### src/rtl/bcd_seq_ctrl.sv
// Iterative binary-to-BCD converter (shift-and-add-3), one shift per clock.
// Ports: clk, rst_n (sync, active-low), start/bin in; busy, done, bcd, overflow out.
// Optional macro BCD_SEQ_BLANK_EN adds output blank (leading-zero digit mask).
module bcd_seq_ctrl #(
  parameter int BIN_W  = 16,
  parameter int DIGITS = 5,
  parameter int CNT_W  = 5
) (
  input  logic                  clk,
  input  logic                  rst_n,
  input  logic                  start,
  input  logic [BIN_W-1:0]      bin,
  output logic                  busy,
  output logic                  done,
  output logic [4*DIGITS-1:0]   bcd,
  output logic                  overflow
`ifdef BCD_SEQ_BLANK_EN
  ,
  output logic [DIGITS-1:0]     blank
`endif
);

  localparam int AW = 4 * DIGITS;

  typedef enum logic {
    S_IDLE,
    S_SHIFT
  } state_t;

  state_t           r_state;
  state_t           w_state_n;
  logic [BIN_W-1:0] r_sreg;
  logic [BIN_W-1:0] w_sreg_n;
  logic [AW-1:0]    r_acc;
  logic [AW-1:0]    w_acc_n;
  logic [CNT_W-1:0] r_cnt;
  logic [CNT_W-1:0] w_cnt_n;
  logic             r_ovf;
  logic             w_ovf_n;
  logic [AW-1:0]    r_bcd;
  logic [AW-1:0]    w_bcd_n;
  logic             r_ovf_out;
  logic             w_ovf_out_n;
  logic             r_done;
  logic             w_done_n;

  logic [AW-1:0]    w_adj;
  logic [AW-1:0]    w_shift;
  logic             w_ovf_step;
  logic             w_last;

  // Per-digit +3 correction; digits never carry into each other.
  always_comb begin
    w_adj = r_acc;
    for (int i = 0; i < DIGITS; i++) begin
      if (r_acc[4*i +: 4] >= 4'd5) begin
        w_adj[4*i +: 4] = r_acc[4*i +: 4] + 4'd3;
      end
    end
  end

  // A set MSB after correction is lost by the shift: result too wide.
  assign w_shift    = {w_adj[AW-2:0], r_sreg[BIN_W-1]};
  assign w_ovf_step = w_adj[AW-1];
  assign w_last     = (r_cnt == CNT_W'(BIN_W - 1));

  always_comb begin
    w_state_n   = r_state;
    w_sreg_n    = r_sreg;
    w_acc_n     = r_acc;
    w_cnt_n     = r_cnt;
    w_ovf_n     = r_ovf;
    w_bcd_n     = r_bcd;
    w_ovf_out_n = r_ovf_out;
    w_done_n    = 1'b0;
    unique case (r_state)
      S_IDLE: begin
        if (start) begin
          w_sreg_n  = bin;
          w_acc_n   = '0;
          w_ovf_n   = 1'b0;
          w_cnt_n   = '0;
          w_state_n = S_SHIFT;
        end
      end
      S_SHIFT: begin
        w_sreg_n = {r_sreg[BIN_W-2:0], 1'b0};
        w_acc_n  = w_shift;
        w_ovf_n  = r_ovf | w_ovf_step;
        w_cnt_n  = r_cnt + CNT_W'(1);
        if (w_last) begin
          w_bcd_n     = w_shift;
          w_ovf_out_n = r_ovf | w_ovf_step;
          w_done_n    = 1'b1;
          w_state_n   = S_IDLE;
        end
      end
      default: w_state_n = S_IDLE;
    endcase
  end

  always_ff @(posedge clk) begin
    if (!rst_n) begin
      r_state   <= S_IDLE;
      r_sreg    <= '0;
      r_acc     <= '0;
      r_cnt     <= '0;
      r_ovf     <= 1'b0;
      r_bcd     <= '0;
      r_ovf_out <= 1'b0;
      r_done    <= 1'b0;
    end else begin
      r_state   <= w_state_n;
      r_sreg    <= w_sreg_n;
      r_acc     <= w_acc_n;
      r_cnt     <= w_cnt_n;
      r_ovf     <= w_ovf_n;
      r_bcd     <= w_bcd_n;
      r_ovf_out <= w_ovf_out_n;
      r_done    <= w_done_n;
    end
  end

  assign busy     = (r_state == S_SHIFT);
  assign done     = r_done;
  assign bcd      = r_bcd;
  assign overflow = r_ovf_out;

`ifdef BCD_SEQ_BLANK_EN
  logic [DIGITS-1:0] r_blank;
  logic [DIGITS-1:0] w_blank;
  logic              w_hi_zero;

  // Digit i is blank when it and every digit above it are zero.
  always_comb begin
    w_blank   = '0;
    w_hi_zero = 1'b1;
    for (int i = DIGITS - 1; i >= 1; i--) begin
      w_hi_zero  = w_hi_zero && (w_shift[4*i +: 4] == 4'd0);
      w_blank[i] = w_hi_zero;
    end
  end

  always_ff @(posedge clk) begin
    if (!rst_n) begin
      r_blank <= '0;
    end else if (r_state == S_SHIFT && w_last) begin
      r_blank <= w_blank;
    end
  end

  assign blank = r_blank;
`endif

endmodule

### config.mk
export PLATFORM = sky130hd
export DESIGN_NAME = bcd_seq_ctrl
export DESIGN_NICKNAME = d
export VERILOG_FILES = /design/src/rtl/bcd_seq_ctrl.sv
export SDC_FILE = /design/constraint.sdc
export NUM_CORES = 1
export LEC_CHECK = 0
export ABC_AREA = 0
export CAP_MARGIN = 20
export CORE_MARGIN = 2
export CORE_UTILIZATION = 54
export DETAILED_ROUTE_END_ITERATION = 8
export GPL_TIMING_DRIVEN = 0
export PLACE_DENSITY = 0.91
export SLEW_MARGIN = 20
export SYNTH_ARGS = -nofsm -noshare
export SYNTH_HDL_FRONTEND = slang
export SYNTH_SLANG_ARGS = --single-unit
### constraint.sdc
create_clock -name clk -period 1.8 [get_ports clk]
set_input_delay 0.36 -clock clk [delete_from_list [all_inputs] [get_ports clk]]
set_output_delay 0.36 -clock clk [all_outputs]
set_load 0.01 [all_outputs]
==> impl_metrics.ini <==
[worst_hold_path]
hold_path_class = reg -> reg

[die]
die_y_um = 78.79
io_pins = 42
design.core.area_mm2 = 0.005439
die_w_um = 78.79
rows = 27
dieArea_mm2 = 0.006208
initial_core_util_pct = 55.53

[drt]
post_drt_wl_per_cell_um = 14.81
routed_wl_um = 7019
drcViolationCount = 0
ant_nets = 0
vias = 2593
dr.pass1.iters = 4
drtIter0Drc = 96
via_per_inst = 5.470

[pwr]
intPower_mw = 2.321
fin_total_pwr_mw = 2.980
power_frac_comb_pct = 7.0
powerDensity_mw_per_mm2 = 793.0
power.static_leakage_nw = 1.434
seqPwrFrac_pct = 49.8
netSwitchingFraction_pct = 22.12
netSwitchingPower_mw = 0.6592
p_clk_share_pct = 43.2
irDropWorstVdd_mv = 0.4900

[place]
io_buffers = 41
dp_hpwl_um = 4927
dpl.cell_count = 458
place_congestion = 0.8336
pre_cts_slack_ns = -0.1397

[global_route]
first_global_vias = 2625
track_usage_pct = 24.53
grt_max_degree = 11
antenna_found_initial = 0
grt_pass1_wl_um = 11590
grt.overflow.total = 0

[cells_and_area]
diodes = 0
drive_gt1_share_pct = 9.950
area_delta_synth_final_pct = 24.40
fin_nets = 428
instances_no_fill = 474

[setup_path]
crit_slowest_cell = dfxtp_2
cpPeakStageDelay_ns = 0.34
critPathKind = reg -> reg
endpoint_kind = flop
critical_path_required_ns = 2.04
worstPathArrival_ns = 1.97
path_buf_inv = 2
cp-start-kind = flop
critPathMostFrequentCell = ha_1
crit_path_max_fanout = 10
crit_chain = ha_1, and3_1, ha_1, and2_1, buf_4, buf_6, o211a_1
crit_family = adder cells

[timing]
skew_ns = 0.007491
rsz0062_at_grt = false
max_slew.worst_pin.slew_ns = 0.4900
timing.final.ws_setup_ns = 0.07241
slew_headroom_pct = 67.33
finalSetupViolations = 0
final.setup.tns_ns = 0
fmax_mhz = 578.8
slew_viol_final = 0
fin_crit_ns = 1.728
finalHoldViolCount = 0
period_share_pct = 95.98

[clocking]
clockBufferDepth = 2
cts_root_buffer = clkbuf_8
clock_sinks = 65
numCtsBuffers = 9
cts_tree = done
clk_latency_ns = 0.35
cts-htree-levels = 3
clk_pin_slew_worst_paths_ns = 0.07
hold_buffers = 0

[logic_synthesis]
yosysWarningCount = 0
ys_seq_elements = 65
yosysSeqAreaShare_pct = 43.08
synth_edf_count = 0
synth.avg_cell_area_um2 = 8.755
synthFlopType = dfxtp_1
synthArstFlopShare_pct = 0
syn_area_mm2 = 0.003020
syn_nets = 376
syn_inst = 345
yosysUniqueCellTypes = 36

[job]
maxCapViolCount = 0

[status]
status = finished, final reports clean
Yosys cell counts (7+ instances only):
cell type  instances  area (µm²)
and2_1            17       106.4
a21oi_1           20       100.1
inv_1             12       45.04
dfxtp_1           65        1301
nor3b_1           15       112.6
clkbuf_1           8       30.03
nand2_1           41       153.9
ha_1              12       150.1
nor2b_1            7       43.79
nand3_1           18       90.09
mux2i_1           17       170.2
o21ai_0           54       270.3
buf_2              7       35.03
cell type report:
type	instances	area, µm²
Multi-Input combinational cell	248	1582
Fill cell	437	1682
Tap cell	72	90.09
Clock inverter	2	35.03
Buffer	20	117.6
Inverter	12	45.04
Sequential cell	65	1305
Clock buffer	14	172.7
Timing Repair Buffer	41	410.4
metrics by stage:
stage | utilization (%) | hold WS, ns | cell area, µm²
final | 69.08 | 0.4752 | 3757
after global routing | 69.08 | 0.5045 | 3757
after CTS | 68.67 | 0.4780 | 3735
after detailed placement | 64.73 | 0.4631 | 3521
after global placement | 64.73 | 0.4505 | 3521
after floorplan | - | 0.4415 | 3020
path summary, 6_finish.rpt:
kind / from / to / slack [ns] / cells after the start
max: r_cnt[0]$_SDFFE_PN0P_ / bcd[11]$_SDFFE_PN0P_ / 0.07 / 7
min: bcd[18]$_SDFFE_PN0P_ / bcd[18]$_SDFFE_PN0P_ / 0.48 / 2
max reg2reg: r_cnt[0]$_SDFFE_PN0P_ / bcd[11]$_SDFFE_PN0P_ / 0.07 / 7
min reg2reg: bcd[18]$_SDFFE_PN0P_ / bcd[18]$_SDFFE_PN0P_ / 0.48 / 2
registers in the layout, indices dropped and copies added, names as in the netlist:
signal    count
r_ovf         1
overflow      1
busy          1
r_sreg       16
r_cnt         5
r_acc        20
bcd          20
done          1
power by group through the flow:
stage,clock network [mW],logic [mW],registers (mW)
floorplan,0,0.124,1.51
global placement,0,0.201,1.51
detailed placement,0,0.207,1.52
CTS,1.31,0.209,1.48
global route,1.38,0.228,1.49
finish,1.29,0.209,1.48
cells by family after synthesis:
kind of cell | count (synthesis) | share of synthesized area (%)
adders and majority gates | 12 | 4.971
DFF | 65 | 43.08
and+or+nand+nor | 118 | 21.04
AOI/OAI and AO/OA | 91 | 16.94
xor gates and xnor gates | 5 | 1.450
muxes | 22 | 7.498
buffers and inverters | 32 | 5.012
per-layer routing:
metal  track usage [%]  wire length, µm  share of wire [%]  vias to the layer above
met5                 0                0                  0                        -
met4             15.96              231                3.3                        0
met3             6.932              330                4.7                       22
met2             42.39             3370                 48                       67
met1             26.08             3085                 44                     1199
li1                  -                -                  -                     1305
cell usage in the layout (no fill, tap or decap), types with 4 or more instances in the layout:
| master | instances |
|---|---|
| dfxtp_1 | 62 |
| o21ai_0 | 51 |
| clkdlybuf4s50_1 | 41 |
| nand2_1 | 40 |
| a21oi_1 | 19 |
| nand3_1 | 18 |
| and2_1 | 17 |
| mux2i_1 | 17 |
| nor3b_1 | 15 |
| inv_1 | 12 |
| ha_1 | 12 |
| clkbuf_8 | 12 |
| clkbuf_1 | 9 |
| nor2b_1 | 7 |
| buf_2 | 6 |
| nand2b_1 | 5 |
| mux2_2 | 5 |
| xnor2_1 | 5 |
| a21boi_0 | 5 |
| o211a_1 | 5 |
| o21ai_1 | 4 |
| nor2_1 | 4 |
what timing repair did:
action,CTS,global route
cloned,0,0
gates resized for setup,3,10
buffers inserted,0,0
setup endpoints to repair,11,15
worst register-to-register path: stages, from the launching register on:
cell and delay [ns]:
dfxtp_2 0.34, ha_1 0.22, and3_1 0.19, ha_1 0.21, and2_1 0.16, buf_4 0.15, buf_6 0.14, o211a_1 0.21
Note: power is estimated with default switching activity, not from simulation.
